==> config.mk <==
export PLATFORM = sky130hd
export DESIGN_NAME = autosym_sweep_ctrl_flat
export DESIGN_NICKNAME = d
export VERILOG_FILES = /design/src/rtl/autosym_sweep_ctrl_if.sv /design/src/rtl/autosym_sweep_ctrl.sv /design/src/flat_wrapper.sv
export SDC_FILE = /design/constraint.sdc
export NUM_CORES = 1
export LEC_CHECK = 0
export BUFFER_PORTS_ARGS = -buffer_cell sky130_fd_sc_hd__buf_2
export CORE_MARGIN = 3
export CORE_UTILIZATION = 55
export DETAILED_ROUTE_END_ITERATION = 8
export GPL_TIMING_DRIVEN = 0
export PLACE_DENSITY_LB_ADDON = 0.25
export SLEW_MARGIN = 20
export SYNTH_ARGS = -nofsm -noshare
export SYNTH_HDL_FRONTEND = slang
export SYNTH_SLANG_ARGS = --single-unit
==> constraint.sdc <==
create_clock -name clk -period 2 [get_ports clk]
set_input_delay 0.2 -clock clk [delete_from_list [all_inputs] [get_ports clk]]
set_output_delay 0.2 -clock clk [all_outputs]
set_load 0.005 [all_outputs]
==> src/rtl/autosym_sweep_ctrl_if.sv <==
// Host/FUT-facing bundle of the autosymmetry sweep sequencer; master = host plus FUT model,
// slave = sequencer. fut_y must be combinational from fut_vec within the same cycle.
interface autosym_sweep_ctrl_if #(
    parameter int N     = 15,
    parameter int CNT_W = N + 1
);
    logic             start;
    logic [N-1:0]     alpha;
    logic             abort;
    logic [N-1:0]     fut_vec;
    logic             fut_y;
    logic             busy;
    logic             done;
    logic             is_sym;
    logic [N-1:0]     fail_vec;
    logic [CNT_W-1:0] onset_cnt;

    modport master (
        output start, alpha, abort, fut_y,
        input  fut_vec, busy, done, is_sym, fail_vec, onset_cnt
    );

    modport slave (
        input  start, alpha, abort, fut_y,
        output fut_vec, busy, done, is_sym, fail_vec, onset_cnt
    );
endinterface

==> src/rtl/autosym_sweep_ctrl.sv <==
// Sweeps every x, evaluating f(x) then f(x^alpha) on one shared FUT, to decide whether alpha is an autosymmetry of f.
// Full sweep takes 2*2^N cycles; done follows 2*2^N+1 cycles after start, earlier on the first mismatch.
module autosym_sweep_ctrl #(
    parameter int N     = 15,
    parameter int CNT_W = N + 1
) (
    input  logic                 clk,
    input  logic                 rst,
    autosym_sweep_ctrl_if.slave  sw
);

    typedef enum logic [1:0] {IDLE, EVAL_A, EVAL_B, FIN} state_t;

    state_t           state_q, state_d;
    logic [N-1:0]     x_q, x_d;
    logic [N-1:0]     alpha_q, alpha_d;
    logic             fa_q, fa_d;
    logic [CNT_W-1:0] onset_cnt_q, onset_cnt_d;
    logic [N-1:0]     fail_vec_q, fail_vec_d;
    logic             is_sym_q, is_sym_d;

    logic mismatch;
    logic last_x;

    assign mismatch = (sw.fut_y != fa_q);
    assign last_x   = (x_q == {N{1'b1}});

    always_ff @(posedge clk) begin
        if (rst) begin
            state_q     <= IDLE;
            x_q         <= '0;
            alpha_q     <= '0;
            fa_q        <= 1'b0;
            onset_cnt_q <= '0;
            fail_vec_q  <= '0;
            is_sym_q    <= 1'b0;
        end else begin
            state_q     <= state_d;
            x_q         <= x_d;
            alpha_q     <= alpha_d;
            fa_q        <= fa_d;
            onset_cnt_q <= onset_cnt_d;
            fail_vec_q  <= fail_vec_d;
            is_sym_q    <= is_sym_d;
        end
    end

    always_comb begin
        state_d     = state_q;
        x_d         = x_q;
        alpha_d     = alpha_q;
        fa_d        = fa_q;
        onset_cnt_d = onset_cnt_q;
        fail_vec_d  = fail_vec_q;
        is_sym_d    = is_sym_q;
        // Abort freezes every result register so the partial sweep stays observable.
        if (sw.abort) begin
            state_d = IDLE;
        end else begin
            unique case (state_q)
                IDLE: begin
                    if (sw.start) begin
                        state_d     = EVAL_A;
                        alpha_d     = sw.alpha;
                        x_d         = '0;
                        onset_cnt_d = '0;
                        fail_vec_d  = '0;
                        is_sym_d    = 1'b0;
                    end
                end
                EVAL_A: begin
                    state_d = EVAL_B;
                    fa_d    = sw.fut_y;
                    if (sw.fut_y) begin
                        onset_cnt_d = onset_cnt_q + CNT_W'(1);
                    end
                end
                EVAL_B: begin
                    if (mismatch) begin
                        state_d    = FIN;
                        fail_vec_d = x_q;
                        is_sym_d   = 1'b0;
                    end else if (last_x) begin
                        state_d  = FIN;
                        is_sym_d = 1'b1;
                    end else begin
                        state_d = EVAL_A;
                        x_d     = x_q + N'(1);
                    end
                end
                FIN: state_d = IDLE;
                default: state_d = IDLE;
            endcase
        end
    end

    always_comb begin
        sw.fut_vec   = '0;
        sw.busy      = 1'b0;
        sw.done      = 1'b0;
        sw.is_sym    = is_sym_q;
        sw.fail_vec  = fail_vec_q;
        sw.onset_cnt = onset_cnt_q;
        unique case (state_q)
            EVAL_A: begin
                sw.fut_vec = x_q;
                sw.busy    = 1'b1;
            end
            EVAL_B: begin
                sw.fut_vec = x_q ^ alpha_q;
                sw.busy    = 1'b1;
            end
            FIN:     sw.done = !sw.abort;
            default: sw.fut_vec = '0;
        endcase
    end

endmodule

==> src/flat_wrapper.sv <==
// flat-port wrapper written by rule: the top's interface ports become plain ports
module autosym_sweep_ctrl_flat 
#(
    parameter int N     = 15,
    parameter int CNT_W = N + 1
)
  (clk, rst, sw_start, sw_alpha, sw_abort, sw_fut_y, sw_fut_vec, sw_busy, sw_done, sw_is_sym, sw_fail_vec, sw_onset_cnt);
  autosym_sweep_ctrl_if #(.N(N), .CNT_W(CNT_W)) sw_i ();
  input  logic clk;
  input  logic rst;
  input wire logic [$bits(sw_i.start)-1:0] sw_start;
  input wire logic [$bits(sw_i.alpha)-1:0] sw_alpha;
  input wire logic [$bits(sw_i.abort)-1:0] sw_abort;
  input wire logic [$bits(sw_i.fut_y)-1:0] sw_fut_y;
  output wire logic [$bits(sw_i.fut_vec)-1:0] sw_fut_vec;
  output wire logic [$bits(sw_i.busy)-1:0] sw_busy;
  output wire logic [$bits(sw_i.done)-1:0] sw_done;
  output wire logic [$bits(sw_i.is_sym)-1:0] sw_is_sym;
  output wire logic [$bits(sw_i.fail_vec)-1:0] sw_fail_vec;
  output wire logic [$bits(sw_i.onset_cnt)-1:0] sw_onset_cnt;
  assign sw_i.start = sw_start;
  assign sw_i.alpha = sw_alpha;
  assign sw_i.abort = sw_abort;
  assign sw_i.fut_y = sw_fut_y;
  assign sw_fut_vec = sw_i.fut_vec;
  assign sw_busy = sw_i.busy;
  assign sw_done = sw_i.done;
  assign sw_is_sym = sw_i.is_sym;
  assign sw_fail_vec = sw_i.fail_vec;
  assign sw_onset_cnt = sw_i.onset_cnt;
  autosym_sweep_ctrl #(.N(N), .CNT_W(CNT_W)) u_core (.clk(clk), .rst(rst), .sw(sw_i));
endmodule
==> results.cfg <==
[yosys]
ys_types = 51
synth-seq-cells = 65
synth_top_family_by_area = simple AND/OR/NAND/NOR gates
synth_flop_cell = dfxtp_1
seq_area_frac_synth_pct = 37.9
syn_nets = 464
synth.top_cell.area_share_pct = 37.9
async_flop_share_pct = 0
yosys.area_share.simple_pct = 29.2
synth_fa_ha_area_share_pct = 2.55
synth.avg_cell_area_um2 = 7.86
synth_common_cells = dfxtp_1 (65), nand2_1 (63), o21ai_0 (40), a21oi_1 (39), nor2_1 (25)
synth_most_common_cell = dfxtp_1
postSynthCellCount = 437
synthMuxAreaShare_pct = 1.79
syn_area_um2 = 3430
synthTopCellsByArea = dfxtp_1 (38%), nand2_1 (6.9%), o21ai_0 (5.8%)
synth_warnings = 0
synth-xor-area-share_pct = 0.510
synth-edff-count = 0
synth_area_leader_cell = dfxtp_1
synth-compound-area-share_pct = 23.2

[place]
dpl-instance-area_um2 = 3870
dp_slack_ps = -273
gp_congestion = 0.956
portBuffers = 68
dpl.hpwl_mm = 6.79

[sta]
period_needed_ps = 2040
rsz0062_at_grt = true
fin_crit_sh_pct = 102
fin_skew_ps = 12.3
setup_slack_ps = -39.4
timing.final.hold_violations = 0
finalSetupViolCount = 1
worst_slew_margin_rel_pct = 60.7
fmax_mhz = 490
worstMarginPinSlew_ps = 589
finalMaxSlewViolations = 0
tns_ps = -39.4

[clock_network]
clkLatencyLatePin_ps = 350
cts.sinks = 65
htreeDepth = 3
cts_buffer_depth = 2
root_buffer = clkbuf_8
numCtsBuffers = 9
clk_pin_slew_ps = 80
postCtsHoldBufs = 0
cts_tree = built

[worst_hold_path]
hp-class = input port to flip-flop

[power]
power.density_nw_per_um2 = 626
power_leakage_nw = 1.75
finalPower_w = 0.00272
max-vdd-ir-drop_mv = 0.476

[die]
coreArea_um2 = 5990
die_w_um = 85.0
fp.dieH_um = 85.0
core.rowCount = 28
die-area_um2 = 7230
initial_core_util_pct = 57.3
io_pins = 69

[worst_setup_path]
cp_max_fo = 10
worstSetupPathType = flip-flop to output pin
worst_setup_path_start_kind = flip-flop
crit_arrival_ps = 1840
worstPathRequired_ps = 1800
slowest_delay_ps = 380
end_kind = output pin
crit_chain = buf_4 -> ha_4 -> buf_6 -> buf_8 -> nand2_1 -> o21ai_0 -> and2_1 -> buf_2
slowest_stage = dfxtp_4

[run]
drv_cap = 0

[drt]
drc = 0
first_pass_iters = 5
wl_per_cell_um = 16.3
drt-vias-per-instance = 5.97
routed_wl_mm = 9.92
ant_nets = 0
drt_iter0_drc = 340
vias = 3621

[finish]
area.growth.synth_to_final_pct = 26.5
fin_area_um2 = 4340
n_antenna_cell = 0
drive_above_1_share_pct = 27.1
final_nets = 554
fillerInstances = 458
fin_util_pct = 72.5

[grt]
gr-total-overflow = 0
grt.total_usage_pct = 27.4
grt_pass1_vias = 3425
antenna_found_initial = 0
grt_start_max_net_pins = 12
grt_pass1_wl_mm = 16.2

[outcome]
violations = negative setup slack
outcome = complete, but fails checks
[worst max-delay path: cells and delay by family, from the launching register on]
family                   cells  cell delay, ps
AO/OA/AOI/OAI                1             200
adder cells (fa/ha/maj)      1             160
buffers and inverters        4             520
flip-flops                   1             380
AND/OR/NAND/NOR              2             230
[final timing paths]
path | start | end | slack (ps) | cells after the start
max | u_core.state_q[1] | sw_fut_vec[9] | -40 | 8
min | sw_alpha[9] | u_core.alpha_q[9] | 80 | 3
max reg2reg | u_core.x_q[13] | u_core.x_q[0] | 50 | 5
min reg2reg | u_core.alpha_q[4] | u_core.alpha_q[4] | 470 | 2
[final cells by class]
class	count	area (um2)	share of cell area, %
plain buffers	29	188	4.32
clock buffers	11	141	3.25
clock inverters	5	55.1	1.27
inverters	11	43.8	1.01
multi-input cells	332	2090	48.1
flip-flops and latches	65	1310	30.2
well taps	75	93.8	2.16
repair buffers	79	420	9.68
[report_power, final]
| part | internal [W] | total, W | leakage [nW] | switching (W) |
|---|---|---|---|---|
| sequential | 0.00131 | 0.00132 | 0.529 | 0.0000157 |
| combinational | 0.0000871 | 0.000238 | 1.12 | 0.000151 |
| clock | 0.000606 | 0.00116 | 0.0953 | 0.000549 |
| total | 0.00200 | 0.00272 | 1.75 | 0.000715 |
[cells in the final DEF (no fill, tap or decap), drive strengths merged, types with 2 or more instances in the layout]
master and n:
buf 90, dfxtp 65, nand2 63, o21ai 42
a21oi 39, clkbuf 29, nor2 25, nor2b 18
and2 17, a22oi 15, inv 11, nand3 10
or4 10, nor3 10, o31ai 8, or3 8
nand4 7, ha 7, mux2i 5, nor4 5
a41oi 4, and3 4, o211ai 4, and4 3
a31oi 3, and3b 2, a41o 2, o41ai 2
clkinvlp 2, clkinv 2, a211o 2, a311oi 2
nand2b 2
[kinds of logic (layout without fill, tap and decap cells)]
group / after synthesis / in the layout
compound gates: 129 / 129
xor+xnor: 2 / 2
fa+ha+maj: 7 / 7
buf+inv: 40 / 135
flops: 65 / 65
mux: 6 / 6
simple gates: 188 / 188
[flip-flops by register name (all words and copies together), names as in the netlist]
name,flops
u_core.sw.is_sym,1
u_core.alpha_q,15
u_core.sw.onset_cnt,16
u_core.state_q,2
u_core.x_q,15
u_core.fa_q,1
u_core.sw.fail_vec,15
[stage by stage]
step,hold slack (ps),instances
2_1_floorplan,336,437
3_3_place_gp,442,580
3_5_place_dp,451,580
4_1_cts,90.9,597
5_1_grt,105,607
6_report,84.8,607
[per-layer routing]
metal,global-route usage [%],share of wire [%],vias to the layer above
met5,0,0,-
met4,11.2,2.4,0
met3,3.98,8.4,29
met2,43.6,46,179
met1,37.3,43,1652
li1,-,-,1761
[repair_timing]
action,in CTS,in global routing
setup buffers,1,10
endpoints found under the setup margin,52,61
resized for setup,33,66
pin swaps,2,5
(Power assumes the default switching activity.)
